## config.mk

```make
export PLATFORM = sky130hd
export DESIGN_NAME = pixel_job_scheduler
export DESIGN_NICKNAME = d
export VERILOG_FILES = /design/src/rtl/pixel_job_scheduler.sv
export SDC_FILE = /design/constraint.sdc
export NUM_CORES = 1
export LEC_CHECK = 0
export BUFFER_PORTS_ARGS = -buffer_cell sky130_fd_sc_hd__buf_2
export CAP_MARGIN = 20
export CELL_PAD_IN_SITES_DETAIL_PLACEMENT = 1
export CELL_PAD_IN_SITES_GLOBAL_PLACEMENT = 2
export CORE_MARGIN = 2
export CORE_UTILIZATION = 29
export CTS_BUF_LIST = sky130_fd_sc_hd__clkbuf_4 sky130_fd_sc_hd__clkbuf_8
export CTS_CLUSTER_DIAMETER = 30
export CTS_CLUSTER_SIZE = 12
export DETAILED_ROUTE_END_ITERATION = 8
export GPL_TIMING_DRIVEN = 0
export HOLD_SLACK_MARGIN = 0.05
export PLACE_DENSITY_LB_ADDON = 0.15
export SKIP_CTS_REPAIR_TIMING = 1
export SYNTH_ARGS = -nofsm -noshare
export SYNTH_HDL_FRONTEND = slang
export SYNTH_SLANG_ARGS = --single-unit
```

## constraint.sdc

```tcl
create_clock -name clk_pix -period 1.9 [get_ports clk_pix]
set_clock_uncertainty 0.2 [all_clocks]
set_input_delay 0.475 -clock clk_pix [delete_from_list [all_inputs] [get_ports clk_pix]]
set_output_delay 0.475 -clock clk_pix [all_outputs]
set_load 0.02 [all_outputs]
```

## src/rtl/pixel_job_scheduler.sv

```systemverilog
// -----------------------------------------------------------------------------
// pixel_job_scheduler
//
// Walks a frame in raster order and hands each pixel (x, y) to one of NCORE
// raymarching cores. Cores are picked round-robin, each core holds at most one
// job, and the block tracks in-flight jobs so it can report frame completion
// and flag a frame_start that arrives before the previous frame has finished.
//
// Parameters:
//   H_RES  active pixels per line  (<= 1024)
//   V_RES  active lines per frame  (<= 1024)
//   NCORE  number of cores         (2..16)
//
// Ports:
//   clk_pix      in   1      pixel clock
//   rst_pix_n    in   1      synchronous active-low reset
//   frame_start  in   1      one-cycle pulse, start a new frame
//   job_valid    out  NCORE  one-hot job offer, bit i targets core i
//   job_ready    in   NCORE  core i accepts the offered job
//   job_x        out  10     pixel x of the offered job
//   job_y        out  10     pixel y of the offered job
//   job_done     in   NCORE  one-cycle pulse, core i finished its job
//   core_busy    out  NCORE  core i holds an accepted, unfinished job
//   busy         out  1      frame in progress (dispatching or draining)
//   frame_done   out  1      one-cycle pulse, every job of the frame finished
//   overrun      out  1      sticky, frame_start seen while busy
// -----------------------------------------------------------------------------
module pixel_job_scheduler #(
    parameter int H_RES = 640,
    parameter int V_RES = 480,
    parameter int NCORE = 4
) (
    input  logic             clk_pix,
    input  logic             rst_pix_n,
    input  logic             frame_start,
    output logic [NCORE-1:0] job_valid,
    input  logic [NCORE-1:0] job_ready,
    output logic [9:0]       job_x,
    output logic [9:0]       job_y,
    input  logic [NCORE-1:0] job_done,
    output logic [NCORE-1:0] core_busy,
    output logic             busy,
    output logic             frame_done,
    output logic             overrun
);

    localparam int PTR_W = $clog2(NCORE);

    localparam logic [1:0] S_IDLE     = 2'd0;
    localparam logic [1:0] S_DISPATCH = 2'd1;
    localparam logic [1:0] S_DRAIN    = 2'd2;

    localparam logic [9:0]       LAST_X    = 10'(H_RES - 1);
    localparam logic [9:0]       LAST_Y    = 10'(V_RES - 1);
    localparam logic [PTR_W:0]   NCORE_W   = (PTR_W + 1)'(NCORE);
    localparam logic [PTR_W-1:0] LAST_CORE = PTR_W'(NCORE - 1);

    logic [1:0]       r_state;
    logic [9:0]       r_x;
    logic [9:0]       r_y;
    logic [PTR_W-1:0] r_ptr;
    logic [NCORE-1:0] r_valid;
    logic [NCORE-1:0] r_core_busy;
    logic             r_busy;
    logic             r_frame_done;
    logic             r_overrun;

    logic [NCORE-1:0] w_xfer;
    logic             w_xfer_any;
    logic             w_last_px;
    logic [NCORE-1:0] w_busy_next;
    logic [NCORE-1:0] w_elig_rot;
    logic [PTR_W:0]   w_sum;
    logic             w_grant_ok;
    logic [PTR_W-1:0] w_grant_idx;
    logic [PTR_W-1:0] w_ptr_next;
    logic [NCORE-1:0] w_grant;

    // A transfer happens where the registered offer meets ready.
    assign w_xfer     = r_valid & job_ready;
    assign w_xfer_any = |w_xfer;
    assign w_last_px  = (r_x == LAST_X) && (r_y == LAST_Y);

    // Occupancy after this edge: done clears, a transfer sets, and a transfer
    // to the same core wins over its done. A done on an idle core is a no-op.
    assign w_busy_next = (r_core_busy & ~job_done) | w_xfer;

    // Round-robin search: rotate the eligible vector so the pointer sits at
    // bit 0, take the lowest set bit, then rotate the index back.
    always_comb begin
        // NOTE: every combinational output gets a default before any branch,
        // otherwise a path that skips the assignment infers a latch.
        w_elig_rot = NCORE'({~w_busy_next, ~w_busy_next} >> r_ptr);
        w_grant_ok = 1'b0;
        w_sum      = '0;
        // Descending scan so the lowest eligible offset is the last to write.
        for (int k = NCORE - 1; k >= 0; k--) begin
            if (w_elig_rot[k]) begin
                w_grant_ok = 1'b1;
                w_sum      = {1'b0, r_ptr} + (PTR_W + 1)'(k);
            end
        end
    end

    always_comb begin
        if (w_sum >= NCORE_W) begin
            w_grant_idx = PTR_W'(w_sum - NCORE_W);
        end else begin
            w_grant_idx = w_sum[PTR_W-1:0];
        end
    end

    assign w_ptr_next = (w_grant_idx == LAST_CORE) ? '0 : w_grant_idx + PTR_W'(1);
    assign w_grant    = w_grant_ok ? (NCORE'(1) << w_grant_idx) : '0;

    always_ff @(posedge clk_pix) begin
        if (!rst_pix_n) begin
            // NOTE: this block holds only control flops (no storage arrays), so
            // every register is cleared; abandoning a frame forgets all jobs.
            r_state      <= S_IDLE;
            r_x          <= '0;
            r_y          <= '0;
            r_ptr        <= '0;
            r_valid      <= '0;
            r_core_busy  <= '0;
            r_busy       <= 1'b0;
            r_frame_done <= 1'b0;
            r_overrun    <= 1'b0;
        end else begin
            // NOTE: sequential state uses non-blocking assignments so every
            // flop samples pre-edge values regardless of statement order.
            r_frame_done <= 1'b0;
            r_core_busy  <= w_busy_next;

            if (frame_start && (r_state != S_IDLE)) begin
                r_overrun <= 1'b1;
            end

            case (r_state)
                S_IDLE: begin
                    r_x <= '0;
                    r_y <= '0;
                    if (frame_start) begin
                        r_state <= S_DISPATCH;
                        r_busy  <= 1'b1;
                        r_valid <= w_grant;
                        if (w_grant_ok) begin
                            r_ptr <= w_ptr_next;
                        end
                    end
                end

                S_DISPATCH: begin
                    if (w_xfer_any && w_last_px) begin
                        r_state <= S_DRAIN;
                        r_valid <= '0;
                        r_x     <= '0;
                        r_y     <= '0;
                    end else if (w_xfer_any || (r_valid == '0)) begin
                        // Either the offer was taken (advance and re-offer) or
                        // nothing is on offer (retry). A pending offer is held.
                        if (w_xfer_any) begin
                            if (r_x == LAST_X) begin
                                r_x <= '0;
                                r_y <= r_y + 10'd1;
                            end else begin
                                r_x <= r_x + 10'd1;
                            end
                        end
                        r_valid <= w_grant;
                        if (w_grant_ok) begin
                            r_ptr <= w_ptr_next;
                        end
                    end
                end

                S_DRAIN: begin
                    if (w_busy_next == '0) begin
                        r_state      <= S_IDLE;
                        r_busy       <= 1'b0;
                        r_frame_done <= 1'b1;
                    end
                end

                default: begin
                    r_state <= S_IDLE;
                    r_busy  <= 1'b0;
                    r_valid <= '0;
                end
            endcase
        end
    end

    assign job_valid  = r_valid;
    assign job_x      = r_x;
    assign job_y      = r_y;
    assign core_busy  = r_core_busy;
    assign busy       = r_busy;
    assign frame_done = r_frame_done;
    assign overrun    = r_overrun;

endmodule

```

# Word-level counts from Yosys, hierarchy flattened

Cells that the tools add are included.

Bits of input ports: 11
Output and inout port bits: 31
Register bits: 35

Add/subtract/negate cells: 7
Order comparisons: 1
Reductions and logical operators: 17
Bitwise logic cells: 7
Muxes and demuxes: 38
Shifts and indexed selects: 2
Eq/ne operators: 13

Operators by type and width:

| operator                                                          | number |
|---|---|
| 10-bit 2-to-1 mux                                                 | 8 |
| 10-bit case mux with 2 select lines                               | 2 |
| 10-bit by 1-bit adder with 10-bit output (second input constant)  | 2 |
| 2-bit 2-to-1 mux                                                  | 9 |
| 4-bit 2-to-1 mux                                                  | 4 |
| 3-bit 2-to-1 mux                                                  | 4 |
| 4-bit case mux with 3 select lines                                | 1 |
| 3-bit AND reduction                                               | 4 |
| 10-bit == test (second input constant)                            | 1 |
| 10-bit by 9-bit == test with 1-bit output (second input constant) | 1 |
| 2-bit inequality test (second input constant)                     | 5 |
| 3-bit inequality test (second input constant)                     | 3 |
| 4-bit AND                                                         | 2 |
| 4-bit zero test                                                   | 2 |
| 4-bit inverter                                                    | 2 |
| 4-bit AND reduction                                               | 2 |
| 8-bit by 2-bit right shift with 4-bit output                      | 1 |
| 1-bit 2-to-1 mux                                                  | 7 |
| 2-bit by 2-bit adder with 3-bit output (second input constant)    | 2 |
| 2-bit case mux with 3 select lines                                | 1 |
| 2-bit == test (second input constant)                             | 2 |
| 4-bit OR                                                          | 1 |
| 2-bit case mux with 2 select lines                                | 1 |
| 2-bit nonzero test                                                | 2 |
| other kinds (13)                                                  | 16 |

# Longest topological paths before layout

Gate-level depths: netlist of the first run.

Depth after elaboration: 17
Gate-level depth with buffers: 8

# Least setup slack after synthesis of the first run

No wires, ideal clock.

Kind: register to register
Start point: register r_x[9] (netlist: job_x[9])
End point: register r_y[3] (netlist: job_y[3])
Cell stages (with the launch flop): 6
Data arrival time: 1850 ps
Required time: 1632 ps
Path slack: -218 ps
Period minus slack after synthesis: 2118 ps
Path buffers: 0
Library setup time: 68 ps
Cells stage by stage: dfxtp_1 or3b_4 nor3_4 a21oi_4 or4_4 a21oi_2

Word-level cells in the longest chain between the ends: 5
Elaborated cells on any way between the ends: 9
Those cells by class: eq/ne (4); mux (2); reduce/logical (3)

Ends and longest elaborated chain:

| what                                                                                               | line    | RTL |
|---|---|---|
| start, declared                                                                                    | 59      | `logic [9:0] r_x;` |
| start signal, assigned                                                                             | 167     | `r_x <= r_x + 10'd1;` |
| 10-bit == test *                                                                                   | 82, 163 |  |
| 1-bit logical AND                                                                                  | 82      | `assign w_last_px = (r_x == LAST_X) && (r_y == LAST_Y);` |
| 1-bit logical AND                                                                                  | 154     | `if (w_xfer_any && w_last_px) begin` |
| 3-bit inequality test (no source line) / 10-bit 2-to-1 mux (equally long branches)                 | -       |  |
| 4-bit AND reduction (no source line) / 10-bit case mux with 2 select lines (equally long branches) | -       |  |
| end signal, assigned                                                                               | 165     | `r_y <= r_y + 10'd1;` |
| end, declared                                                                                      | 60      | `logic [9:0] r_y;` |

Mark *: on every way between the ends. The rest lies on a longest branch, timed or not.
A chain may end at the register's enable or synchronous reset.

# Worst setup path after layout of the first run

Start point: register r_y[0] (netlist: job_y[0])
End point: register r_valid[0] (netlist: job_valid[0])

Word-level cells in the longest chain between the ends: 5
Elaborated cells on any way between the ends: 7
Those cells by class: eq/ne (2); mux (2); reduce/logical (3)

Ends and longest elaborated chain:

| what                                                                                              | line | RTL |
|---|---|---|
| 10-bit by 9-bit == test with 1-bit output *                                                       | 82   |  |
| 1-bit logical AND *                                                                               | 82   |  |
| 1-bit logical AND *                                                                               | 154  |  |
| 3-bit inequality test (no source line) / 4-bit 2-to-1 mux (equally long branches)                 | -    |  |
| 3-bit AND reduction (no source line) / 4-bit case mux with 3 select lines (equally long branches) | -    |  |
| end signal, assigned                                                                              | 146  | `r_valid <= w_grant;` |
| end signal, assigned                                                                              | 170  | `r_valid <= w_grant;` |
| end, declared                                                                                     | 62   | `logic [NCORE-1:0] r_valid;` |

Marked as above.

==> results by stage, run 1 <==
Run status:
- The run finished, with violations left.
- The checks that failed: negative setup slack.

Cells and area:
- The area growth from synthesis to layout is 45.8%.
- The filler-free cell count of the finished design is 369.
- For this run, the post-layout net count is 308.
- In the final layout, the share of cells above drive strength 1 is 43.8%.
- The total inserted antenna cells is 0.

STA:
- Timing would allow up to 483 MHz.
- Setup repair after global routing could not meet its margin everywhere.
- The worst slew margin relative to its limit is 62.2%.
- The share of the clock period used by the worst path after layout is 109%.
- The transition time at the pin with the least slew margin is 567 ps.
- The clock period minus worst slack is 2070 ps.
- The final hold violation count is 0.
- The final number of max-transition violations is 0.
- Setup violations remaining at the end of the flow were counted as 23.
- In the post-route analysis, the smallest setup slack over all paths is -168 ps.

Setup path:
- The kind of launch point of the worst setup path is a flip-flop.
- The arrival time at the worst endpoint is 2050 ps.
- The number of cells on the worst reg-to-reg path is 7.
- At the worst endpoint, the required time is 1880 ps.
- The maximum fanout encountered on the critical timing path is 7.
- The worst flop-to-flop path startpoint is job_y[0]$_SDFFE_PN0P_.
- The origin of the worst setup path is job_y[0]$_SDFFE_PN0P_.
- In this design, the critical path's most frequently occurring cell is sky130_fd_sc_hd__nor4_4.
- In this run the register-to-register setup slack is -170 ps.
- The worst reg2reg path endpoint is job_valid[0]$_SDFFE_PN0P_.
- The critical path is of the flip-flop to flip-flop type.
- The kind of cell with the highest combined delay along the critical path is compound AO/OA/AOI/OAI gates.
- For this design, the slowest cell found on the critical path is sky130_fd_sc_hd__dfxtp_4.
- The critical path goes through ha_4, nand4_1, buf_6, nor4_4, a41o_4, nor4_4, a22o_1.
- The combined buffer and inverter count along the critical path is 1.
- The category of the worst setup path capture point is a flip-flop.
- The critical path's largest stage delay is 400 ps.

Clock tree:
- The root buffer cell is sky130_fd_sc_hd__clkbuf_8.
- TritonCTS built the clock tree.
- The worst-case clock buffer depth is 2.
- The source-to-sink clock delay at the later pin of the worst-skew pair is 290 ps.
- After clock tree synthesis, the clock-pin slew on the worst setup and hold paths is 80 ps.
- The clock sink count is 35.
- The count of H-tree levels built during CTS is 2.
- The number of buffers added by the clock tree synthesis step is 5.

Global routing:
- Entering global routing, the biggest net connects 11 pins.
- Global routing finished with a remaining overflow of 0.
- The initial antenna violation count came to 0.
- The first global-routing pass estimated 9.29 mm of wire.
- The number of global-route vias before repair is 1833.
- The combined global-route utilization of all metal layers is 16.3%.

Detailed routing:
- The post-detailed-route count of antenna-violating nets is 0.
- The number of detailed-route iterations in the first pass is 4.
- The total vias in the final route is 1969.
- The post-detailed-route DRC marker count is 0.
- The total routed wirelength is 6.17 mm.
- After detailed routing, the average wire length per cell comes to 16.7 um.
- The first routing iteration left 43 violations.
- The number of vias per cell is 5.34.

Pwr:
- The leakage dissipation is 1.07 nW.
- The part of the power in combinational logic is 35.1%.
- The fraction of power consumed by the clock network is 27.1%.
- Internal power comes to 1.49 mW.
- In this run the power density over the cells is 848 nW/um2.
- The relative contribution of sequential cells to total power is 37.9%.
- The power after layout is 2.32 mW.
- For this design the total switching power over the nets is 0.834 mW.
- The switching fraction of total power is 35.9%.
- The worst-case IR drop observed on VDD is 525 uV.

Floorplanning:
- The number of cell rows is 29.
- The die is 84.4 um tall.
- For this design the top-level I/O count stands at 42.
- The initial cell density of the core is 29.7%.
- The horizontal die dimension is 84.4 um.
- The die covers 7130 um2.
- The standard cell core area is 6310 um2.

Yosys:
- The number of nets in the synthesized netlist is 240.
- The proportion of synthesized flip-flops having asynchronous set or reset is 0%.
- The leading cell type by number of instances after synthesis is sky130_fd_sc_hd__dfxtp_1.
- After synthesis, flip-flops and latches occupy 37.4% of the total area.
- During synthesis, Yosys emitted a total of 0 warnings.
- After synthesis the cells add up to 1880 um2.
- The primary flip-flop cell chosen by synthesis mapping is sky130_fd_sc_hd__dfxtp_1.
- In this run, synthesis inferred 0 flip-flops with an integrated enable.
- The distinct cell type count after synthesis is 54.
- The area share of the leading cell type in the synthesized netlist is 37.4%.
- Counting every instance in the synthesized netlist gives 223.
- The cell taking the most area after synthesis is sky130_fd_sc_hd__dfxtp_1.
- Counting flops and latches in the post-synthesis netlist gives 35.
- Ranked by total cell area, the synthesized netlist is headed by sky130_fd_sc_hd__dfxtp_1 37%, sky130_fd_sc_hd__nand2_1 4.2%, sky130_fd_sc_hd__ha_1 4.0%, sky130_fd_sc_hd__nor2_1 3.8%, sky130_fd_sc_hd__a21oi_1 3.7%.
- After synthesis, the most frequently instantiated cells are 35 x sky130_fd_sc_hd__dfxtp_1, 21 x sky130_fd_sc_hd__nand2_1, 19 x sky130_fd_sc_hd__nor2_1.
- The average cell area after synthesis is 8.41 um2.

Placed design:
- Timing analysis after detailed placement gives a worst setup slack of -392 ps.
- The post-placement cell count is 341.
- The routability congestion estimate is 0.769.
- After legalization and detailed placement, the total HPWL measured 4.18 mm.
- Buffers placed on the I/O ports in this run total 41.

Min path:
- The path with the worst hold slack has its endpoint at overrun$_SDFFE_PN0P_.
- The number of cells on the worst hold path is 2.
- The hold path startpoint is overrun$_SDFFE_PN0P_.
- The path type of the worst min-delay path is flip-flop to flip-flop.

Run:
- The total of max-cap violations is 0.
==> flip-flops by register name (all words and copies together), names as in the netlist <==
signal      count
frame_done      1
job_y          10
job_valid       4
overrun         1
r_ptr           2
core_busy       4
r_state         2
job_x          10
busy            1
==> stage by stage <==
stage	setup TNS (ps)	area (um2)	util, %	hold WS (ps)
3_3_place_gp	-8920	2250	35.6	236
3_5_place_dp	-9250	2250	35.6	249
5_1_grt	-3730	2730	43.3	287
6_report	-2110	2730	43.3	251
2_1_floorplan	-529	1950	-	285
4_1_cts	-9580	2350	37.3	259
==> worst min-delay path: stages (launching register included) <==
cell	delay, ps
sky130_fd_sc_hd__dfxtp_1	310
sky130_fd_sc_hd__inv_1	50
sky130_fd_sc_hd__a21oi_1	50
==> final cells by class <==
class                           count  area (um2)
Multi-Input combinational cell    170        1350
Clock buffer                        8         104
Inverter                           13        52.6
Sequential cell                    35         728
Fill cell                         779        3580
Timing Repair Buffer               62         385
Tap cell                           77        96.3
Buffer                              4        18.8
==> logic make-up (layout without fill, tap and decap cells) <==
| family | Yosys count | count (layout) | synth area share [%] |
|---|---|---|---|
| muxes | 3 | 3 | 1.60 |
| DFF | 35 | 35 | 37.4 |
| AOI/OAI and AO/OA | 62 | 62 | 23.5 |
| and+or+nand+nor | 92 | 92 | 26.6 |
| buffers and inverters | 18 | 87 | 3.60 |
| adders and majority gates | 6 | 6 | 4.00 |
| xor gates and xnor gates | 7 | 7 | 3.27 |
==> cell usage in the layout, fill, tap and decap left out, types with 3 or more instances in the layout <==
cell type                  count
sky130_fd_sc_hd__o41ai_1       3
sky130_fd_sc_hd__nor2_1       17
sky130_fd_sc_hd__nand4_1       6
sky130_fd_sc_hd__nand3_1      10
sky130_fd_sc_hd__nor3_1        4
sky130_fd_sc_hd__a22o_1        4
sky130_fd_sc_hd__o21ai_0       6
sky130_fd_sc_hd__o21a_1        5
sky130_fd_sc_hd__a21oi_2       6
sky130_fd_sc_hd__or3_1         3
sky130_fd_sc_hd__buf_2        41
sky130_fd_sc_hd__xor2_1        5
sky130_fd_sc_hd__nand2_1      17
sky130_fd_sc_hd__buf_6         6
sky130_fd_sc_hd__ha_1          4
sky130_fd_sc_hd__clkbuf_8      7
sky130_fd_sc_hd__and2_1        3
sky130_fd_sc_hd__buf_4        15
sky130_fd_sc_hd__dfxtp_4       5
sky130_fd_sc_hd__dfxtp_2       7
sky130_fd_sc_hd__dfxtp_1      23
sky130_fd_sc_hd__inv_1        12
sky130_fd_sc_hd__nand2_2       5
sky130_fd_sc_hd__mux2i_1       3
sky130_fd_sc_hd__and4_1        3
sky130_fd_sc_hd__clkbuf_2      3
sky130_fd_sc_hd__a21oi_1       9
==> worst max-delay path by stage <==
stage / cells after the start / end
final: 7 / job_valid[0]$_SDFFE_PN0P_
after global routing: 7 / job_valid[2]$_SDFFE_PN0P_
after CTS: 5 / job_x[0]$_SDFFE_PN0P_
after detailed placement: 5 / job_x[0]$_SDFFE_PN0P_
after global placement: 5 / job_x[0]$_SDFFE_PN0P_
after floorplan: 5 / job_y[3]$_SDFFE_PN0P_
==> power by group through the flow <==
stage               Clock [mW]  Combinational (mW)  Sequential [mW]
CTS                      0.650               0.665            0.880
global placement             0               0.656            0.897
detailed placement           0               0.661            0.897
floorplan                    0               0.429            0.927
finish                   0.628               0.813            0.878
global route             0.702               0.891            0.892
==> routing by layer <==
layer  global-route usage (%)  vias to the layer above  wire length [um]  part of all wire [%]
met5                        0                        -                 0                     0
met4                     5.63                        0                97                   1.6
met3                     3.15                       10               168                   2.7
met2                     27.3                       28              3100                    50
met1                     21.0                      968              2810                    46
li1                         -                      963                 -                     -
(Power assumes the default switching activity.)
==> inputs of run 2 (changes only) <==
Settings changed: ABC_AREA from default to 1, CORE_UTILIZATION 29 to 27, MAX_ROUTING_LAYER from default to met4.
==> results by stage, run 2 <==
Run status:
- The flow ran to the end, but the final reports show violations.
- The checks that failed: negative setup slack.

Pwr:
- The power per cell area is 1200 nW/um2 (+41%).
- The net switching power is 1.53 mW (+83%).
- The power after layout is 3.36 mW (+45%).
- The fraction of power consumed by the clock network is 18.2% (-8.9 points).
- The internal power component is 1.83 mW (+24%).
- The leakage dissipation is 1.29 nW (+20%).
- The worst vdd rail ir drop is 455 uV (-13%).
- The switching fraction of total power is 45.4% (+9.4 points).
- The part of the power in combinational logic is 52.2% (+17 points).
- The relative contribution of sequential cells to total power is 29.7% (-8.2 points).

STA:
- The transition time at the pin with the least slew margin came to 565 ps (-2.46 ps).
- The share of the clock period used by the worst path after layout came to 101% (-7.7 points).
- Setup repair after global routing could not meet its margin everywhere.
- The worst-case setup margin in the final layout is -21.7 ps (+147 ps).
- The top achievable clock speed is 520 MHz (+7.6%).
- The worst slew margin relative to its limit is 62.4% (+0.16 points).
- The worst hold slack after final layout came to 259 ps (+7.78 ps).
- The final number of max-transition violations is 0 (unchanged).
- The clock period minus worst slack came to 1920 ps (-147 ps).
- The final setup violation count is 2 (-91%).
- The aggregate negative setup slack is -42.4 ps (+2070 ps).
- The final hold violation count was 0 (unchanged).

Clock tree:
- TritonCTS built the clock tree.
- The clock sink count is 35 (unchanged).
- The number of buffers added by the clock tree synthesis step was 5 (unchanged).
- The clock slew at the register clock pins of the worst setup and hold paths is 80 ps (about the same).
- The worst-case clock buffer depth is 2 (unchanged).
- The source-to-sink clock delay at the later pin of the worst-skew pair is 290 ps (about the same).
- The count of H-tree levels built during CTS came to 2 (unchanged).
- The root buffer cell chosen for the clock tree is sky130_fd_sc_hd__clkbuf_8.

Global routing:
- The leftover overflow at the end of global routing is 0 (unchanged).
- The combined global-route utilization of all metal layers came to 14.9% (-1.4 points).
- The maximum number of pins on one net before global-route repair is 12 (+1).
- The number of global-route vias before repair came to 1973 (+7.6%).
- The initial antenna violation count is 0 (unchanged).
- The first-pass GRT wire length was 9.62 mm (+3.5%).

Min path:
- The path type of the worst min-delay path is input pin to flip-flop.
- The hold path startpoint is frame_start.
- The number of cells on the worst hold path came to 3 (+1).
- The worst hold path terminates at overrun$_SDFFE_PN0P_.

Detailed routing:
- The post-detailed-route count of antenna-violating nets is 0 (unchanged).
- The total routed wirelength is 6.22 mm (+0.83%).
- The post-detailed-route wirelength per cell is 13.3 um (-21%).
- The number of vias per cell is 4.62 (-13%).
- The number of detailed-route iterations in the first pass is 6 (+2).
- The number of violations reported at the end of detailed-routing iteration 0 is 36 (-16%).
- The total vias in the final route is 2161 (+9.8%).
- The post-detailed-route DRC marker count is 0 (unchanged).

Setup path:
- The worst setup path is launched from a flip-flop.
- The required time of the critical path came to 1860 ps (-20 ps).
- The arrival time at the worst endpoint is 1890 ps (-160 ps).
- The critical path is of the flip-flop to flip-flop type.
- The maximum fanout encountered on the critical timing path is 4 (-3).
- The worst register-to-register path ends at job_valid[1]$_SDFFE_PN0P_.
- The worst flop-to-flop path startpoint is job_valid[3]$_SDFFE_PN0P_.
- The worst setup path is captured at a flip-flop.
- Tracing the worst setup path back leads to its startpoint at job_valid[3]$_SDFFE_PN0P_.
- The cell depth of the worst flop-to-flop path is 13 (+6).
- The register-to-register setup slack came to -20 ps (+150 ps).

Floorplanning:
- The number of cell rows is 31 (+6.9%).
- The number of top-level design ports was 42 (unchanged).
- The initial cell density of the core is 27.8% (-1.9 points).
- The die height is 90.4 um (+7.1%).
- The standard cell core area is 7250 um2 (+15%).
- The area of the die is 8170 um2 (+15%).
- The horizontal die dimension is 90.4 um (+7.1%).

Yosys:
- The number of standard cells after synthesis is 310 (+39%).
- In the post-synthesis netlist, the biggest area contributors are sky130_fd_sc_hd__dfxtp_1 35%, sky130_fd_sc_hd__nand2_1 14%, sky130_fd_sc_hd__nor2_1 9.3%, sky130_fd_sc_hd__nand3_1 8.2%, sky130_fd_sc_hd__inv_1 7.4%.
- The post-synthesis instance area is 2020 um2 (+7.5%).
- The area share of the leading cell type in the synthesized netlist is 34.8% (-2.6 points).
- The yosys synthesis warning count is 0 (unchanged).
- The cell taking the most area after synthesis is sky130_fd_sc_hd__dfxtp_1.
- The primary flip-flop cell chosen by synthesis mapping is sky130_fd_sc_hd__dfxtp_1.
- Sorting the synthesized cells by how often they occur yields 74 x sky130_fd_sc_hd__nand2_1, 50 x sky130_fd_sc_hd__nor2_1, 40 x sky130_fd_sc_hd__inv_1.
- The post-synthesis sequential area ratio was 34.8% (-2.6 points).
- The distinct cell type count after synthesis came to 27 (-50%).
- The post-synth net total came to 327 (+36%).
- The count of state elements after synthesis is 35 (unchanged).
- The number of enable flip-flop cells after synthesis is 0 (unchanged).
- Yosys instantiated no cell more often than sky130_fd_sc_hd__nand2_1.
- The average cell area after synthesis is 6.50 um2 (-23%).
- The proportion of synthesized flip-flops having asynchronous set or reset was 0% (unchanged).

Placed design:
- The number of port buffers is 40 (-2.4%).
- The total half-perimeter wirelength after legalization and detailed placement is 4.57 mm (+9.6%).
- The routability congestion estimate was 0.835 (+8.5%).

Cells and area:
- Leaving out fill and tap cells, the most frequent cell in the layout is sky130_fd_sc_hd__nand2_1.
- The area growth from synthesis to layout is 39.2%.
- The number of nets in the layout came to 385 (+25%).
- In the layout the commonest cells are 56 x sky130_fd_sc_hd__nand2_1, 45 x sky130_fd_sc_hd__nor2_1, 40 x sky130_fd_sc_hd__buf_2, 33 x sky130_fd_sc_hd__inv_1, 24 x sky130_fd_sc_hd__dfxtp_1.
- The ratio of cells with drive above 1 in the final layout is 37.7% (-6.2 points).
- The total inserted antenna cells is 0 (unchanged).

Run:
- The total of max-cap violations is 0 (unchanged).
## run 2: cell count changes in the layout (fill, tap and decap cells not counted), moves of 8 or more
cell                      change
sky130_fd_sc_hd__nand3_1     +12
sky130_fd_sc_hd__inv_1       +21
sky130_fd_sc_hd__nor2_1      +28
sky130_fd_sc_hd__nand3_2     +10
sky130_fd_sc_hd__nor2_4       +8
sky130_fd_sc_hd__nand2_4      +8
sky130_fd_sc_hd__nand2_1     +39
sky130_fd_sc_hd__nand2_2     +11
## run 2: kinds of logic after synthesis
family | share of synthesized area [%]
adders and majority gates | 3.72
DFF | 34.8
AOI/OAI and AO/OA | 8.07
buffers and inverters | 8.50
xor gates and xnor gates | 3.04
and+or+nand+nor | 41.9
## run 2: power by group through the flow
stage	logic [mW]	registers [mW]	clock network, mW
after floorplan	0.929	0.997	0
after global placement	1.35	0.942	0
after detailed placement	1.36	0.943	0
after CTS	1.37	0.926	0.629
after global routing	1.94	1.02	0.649
final	1.75	0.997	0.610
## run 2: layout make-up
class | count | area (um2)
clock buffers | 7 | 90.1
repair buffers | 50 | 279
plain buffers | 2 | 7.51
multi-input cells | 231 | 1380
flip-flops and latches | 35 | 737
inverters | 43 | 176
fillers | 939 | 4450
clock inverters | 1 | 8.76
well taps | 99 | 124
## run 2: per-stage QoR
step                      utilization [%]  cells  worst slack, ps  area, um2
after floorplan                         -    310             5.42       2030
after global routing                 38.7    468             -137       2810
after CTS                            33.9    457             -343       2460
final                                38.7    468            -21.7       2810
after global placement               32.5    449             -372       2360
after detailed placement             32.5    449             -373       2360
## run 2: worst max-delay path by stage
stage	slack, ps	depth (start not counted)	to
CTS	-340	10	job_y[6]$_SDFFE_PN0P_
global route	-140	14	job_valid[1]$_SDFFE_PN0P_
floorplan	5	11	job_y[4]$_SDFFE_PN0P_
global placement	-370	14	r_ptr[1]$_SDFFE_PN0P_
detailed placement	-370	16	job_valid[1]$_SDFFE_PN0P_
finish	-20	13	job_valid[1]$_SDFFE_PN0P_
## run 2: worst max-delay path, stage by stage (launching register included)
cell	delay (ps)
sky130_fd_sc_hd__dfxtp_4	370
sky130_fd_sc_hd__nand2_4	90
sky130_fd_sc_hd__nand3_2	90
sky130_fd_sc_hd__nand2_2	100
sky130_fd_sc_hd__nand2_2	60
sky130_fd_sc_hd__o21ai_2	50
sky130_fd_sc_hd__o21ai_1	90
sky130_fd_sc_hd__a21oi_2	240
sky130_fd_sc_hd__inv_2	80
sky130_fd_sc_hd__ha_2	190
sky130_fd_sc_hd__inv_2	50
sky130_fd_sc_hd__nor2_2	30
sky130_fd_sc_hd__nand3_1	80
sky130_fd_sc_hd__a21oi_1	60
## run 2: layer usage
layer	GRT usage (%)	share of wire, %	vias to the layer above	routed length, um
met5	-	0	-	0
met4	4.23	0.93	0	58
met3	2.75	3.7	4	231
met2	22.4	46	39	2850
met1	20.4	50	1012	3080
li1	-	-	1106	-
==> inputs of run 3 (changes only) <==
Settings changed: CORE_ASPECT_RATIO from default to 1.1, CORE_MARGIN 2 to 1, CORE_UTILIZATION 27 to 30.
Clock period 1.9 ns to 2 ns, I/O delays scaled along.
==> results by stage, run 3 (synthesis gave the netlist of run 2 again) <==
Setup path:
- The combined buffer and inverter count along the critical path was 3 (+1).
- The critical path's largest stage delay came to 430 ps (+60 ps).
- The required time of the critical path is 1960 ps (+100 ps).
- The arrival time at the worst endpoint is 1920 ps (+30 ps).
- The maximum fanout encountered on the critical timing path was 6 (+2).
- The category of the worst setup path capture point is a flip-flop.
- The worst-path cell with the longest stage delay is sky130_fd_sc_hd__dfxtp_4.
- The type of the worst setup path is flip-flop to flip-flop.
- The signal on the critical path passes through buf_4, nand2_2, nor2_2, o221ai_2, a21oi_4, inv_2, ha_2, inv_1, nor2_1, nand3_1, a21oi_2.
- STA classifies the critical path startpoint as a flip-flop.
- Among cell families on the critical path, the largest total delay comes from compound AO/OA/AOI/OAI gates.

Global routing:
- The initial antenna violation count is 0 (unchanged).
- The maximum number of pins on one net before global-route repair was 13 (+1).
- The first-pass GRT wire length was 9.59 mm (-0.28%).
- The leftover overflow at the end of global routing is 0 (unchanged).
- The combined global-route utilization of all metal layers is 18.0% (+3.2 points).
- The number of global-route vias before repair came to 2039 (+3.3%).

Floorplanning:
- The area of the die is 7050 um2 (-14%).
- The die height came to 88.0 um (-2.7%).
- The number of cell rows was 30 (-3.2%).
- The number of top-level design ports is 42 (unchanged).
- The initial cell density of the core is 31.8% (+4.0 points).
- The horizontal die dimension is 80.2 um (-11%).
- The standard cell core area is 6340 um2 (-13%).

Run:
- The total of max-cap violations is 0 (unchanged).

STA:
- The share of the clock period used by the worst path after layout is 98.2% (-2.9 points).
- The worst hold slack after final layout is 278 ps (+19.6 ps).
- The top achievable clock speed is 509 MHz (-2.2%).
- The worst slew margin relative to its limit is 60.3% (-2.1 points).
- The final setup violation count is 0 (-2).
- The clock period minus worst slack was 1960 ps (+42.6 ps).
- The final hold violation count is 0 (unchanged).
- The final number of max-transition violations came to 0 (unchanged).
- Setup repair after global routing could not meet its margin everywhere.
- The transition time at the pin with the least slew margin is 595 ps (+30.8 ps).

Cells and area:
- The utilization after layout is 45.1% (+6.4 points).
- The area overhead of the layout relative to synthesis is 41.8%.
- The total inserted antenna cells is 0 (unchanged).
- The ratio of cells with drive above 1 in the final layout was 38.2% (+0.57 points).
- The most common cell after layout, fill and taps aside is sky130_fd_sc_hd__nand2_1.
- The number of nets in the layout was 390 (+1.3%).
- The total non-filler cell area in the finished layout is 2860 um2 (+1.9%).
- Leaving out fill and tap cells, the most frequent cells in the layout are 56 x sky130_fd_sc_hd__nand2_1, 46 x sky130_fd_sc_hd__nor2_1, 40 x sky130_fd_sc_hd__buf_2, 36 x sky130_fd_sc_hd__inv_1, 25 x sky130_fd_sc_hd__dfxtp_1.

Detailed routing:
- The total routed wirelength is 6.28 mm (+0.96%).
- The post-detailed-route DRC marker count came to 0 (unchanged).
- The post-detailed-route wirelength per cell is 13.8 um (+4.1%).
- The post-detailed-route count of antenna-violating nets came to 0 (unchanged).
- The total vias in the final route is 2176 (+0.69%).
- The number of vias per cell is 4.79 (+3.8%).
- The number of detailed-route iterations in the first pass is 4 (-2).
- The number of violations reported at the end of detailed-routing iteration 0 is 49 (+36%).

Clock tree:
- The TritonCTS clock tree is yes.
- The clock sink count is 35 (unchanged).
- The clock slew at the register clock pins of the worst setup and hold paths is 80 ps (about the same).
- The number of buffers added by the clock tree synthesis step is 5 (unchanged).
- CTS placed an instance of sky130_fd_sc_hd__clkbuf_8 at the clock tree root.
- The count of H-tree levels built during CTS is 2 (unchanged).
- The worst-case clock buffer depth is 2 (unchanged).
- The source-to-sink clock delay at the later pin of the worst-skew pair is 290 ps (about the same).

Placed design:
- The total half-perimeter wirelength after legalization and detailed placement is 4.50 mm (-1.7%).
- The number of port buffers came to 40 (unchanged).
- The post-place instance area is 2320 um2 (-1.8%).
- The routability congestion estimate is 0.830 (-0.65%).

Min path:
- The path type of the worst min-delay path is input pin to flip-flop.

Pwr:
- The leakage dissipation came to 1.32 nW (+3.1%).
- The worst vdd rail ir drop is 597 uV (+31%).
- The power per cell area is 1230 nW/um2 (+2.6%).

Run status:
- The flow ran to the end, and the final reports show no timing, DRC or antenna violations.
-- run 3: changes by cell type in the layout (fill, tap and decap cells not counted), sizes merged --
cell / delta
buf: +5
bufinv: +1
clkinv: +1
clkbuf: -2
-- run 3: final cells by class --
type | instances | area (um2)
fill | 830 | 3480
multi-input combinational | 231 | 1430
sequential | 35 | 726
timing repair buffer | 55 | 313
inverter | 43 | 169
tap | 80 | 100
clock buffer | 5 | 68.8
clock inverter | 3 | 43.8
buffer | 2 | 7.51
-- run 3: per-layer routing --
layer / up-vias / GRT usage (%) / part of all wire [%]
met3: 6 / 3.13 / 2.0
met2: 31 / 31.0 / 53
li1: 1107 / - / -
met1: 1032 / 21.8 / 44
met4: 0 / 4.38 / 1.1
met5: - / - / 0
-- run 3: worst register-to-register path: cells and delay by family (launching register included) --
family	cells	cell delay (ps)
AND/OR/NAND/NOR	4	300
buffers and inverters	3	300
flip-flops	1	430
adder cells (fa/ha/maj)	1	180
AO/OA/AOI/OAI	3	450
-- run 3: metrics by stage --
stage / setup TNS, ps / cells / setup WS (ps) / power, mW
detailed placement: -3780 / 430 / -448 / 2.13
floorplan: 0 / 310 / 38.7 / 1.79
global route: -231 / 454 / -74.7 / 3.78
CTS: -2250 / 438 / -252 / 2.80
finish: 0 / 454 / 35.7 / 3.51
global placement: -3450 / 430 / -427 / 2.11
-- run 3: final timing paths --
| kind | endpoint | start | slack, ps | cells past startpoint |
|---|---|---|---|---|
| worst max register to register | job_valid[0]$_SDFFE_PN0P_ | r_ptr[0]$_SDFFE_PN0P_ | 40 | 11 |
| worst max-delay path | job_valid[0]$_SDFFE_PN0P_ | r_ptr[0]$_SDFFE_PN0P_ | 40 | 11 |
| worst min register to register | busy$_SDFFE_PN0P_ | busy$_SDFFE_PN0P_ | 290 | 2 |
| worst min-delay path | overrun$_SDFFE_PN0P_ | frame_start | 280 | 3 |
-- run 3: report_power, final --
group | switching (mW) | internal [mW] | leakage (nW) | total, mW
logic | 1.14 | 0.766 | 0.977 | 1.90
clock network | 0.286 | 0.371 | 0.0581 | 0.657
registers | 0.142 | 0.808 | 0.290 | 0.950
total | 1.57 | 1.95 | 1.32 | 3.51
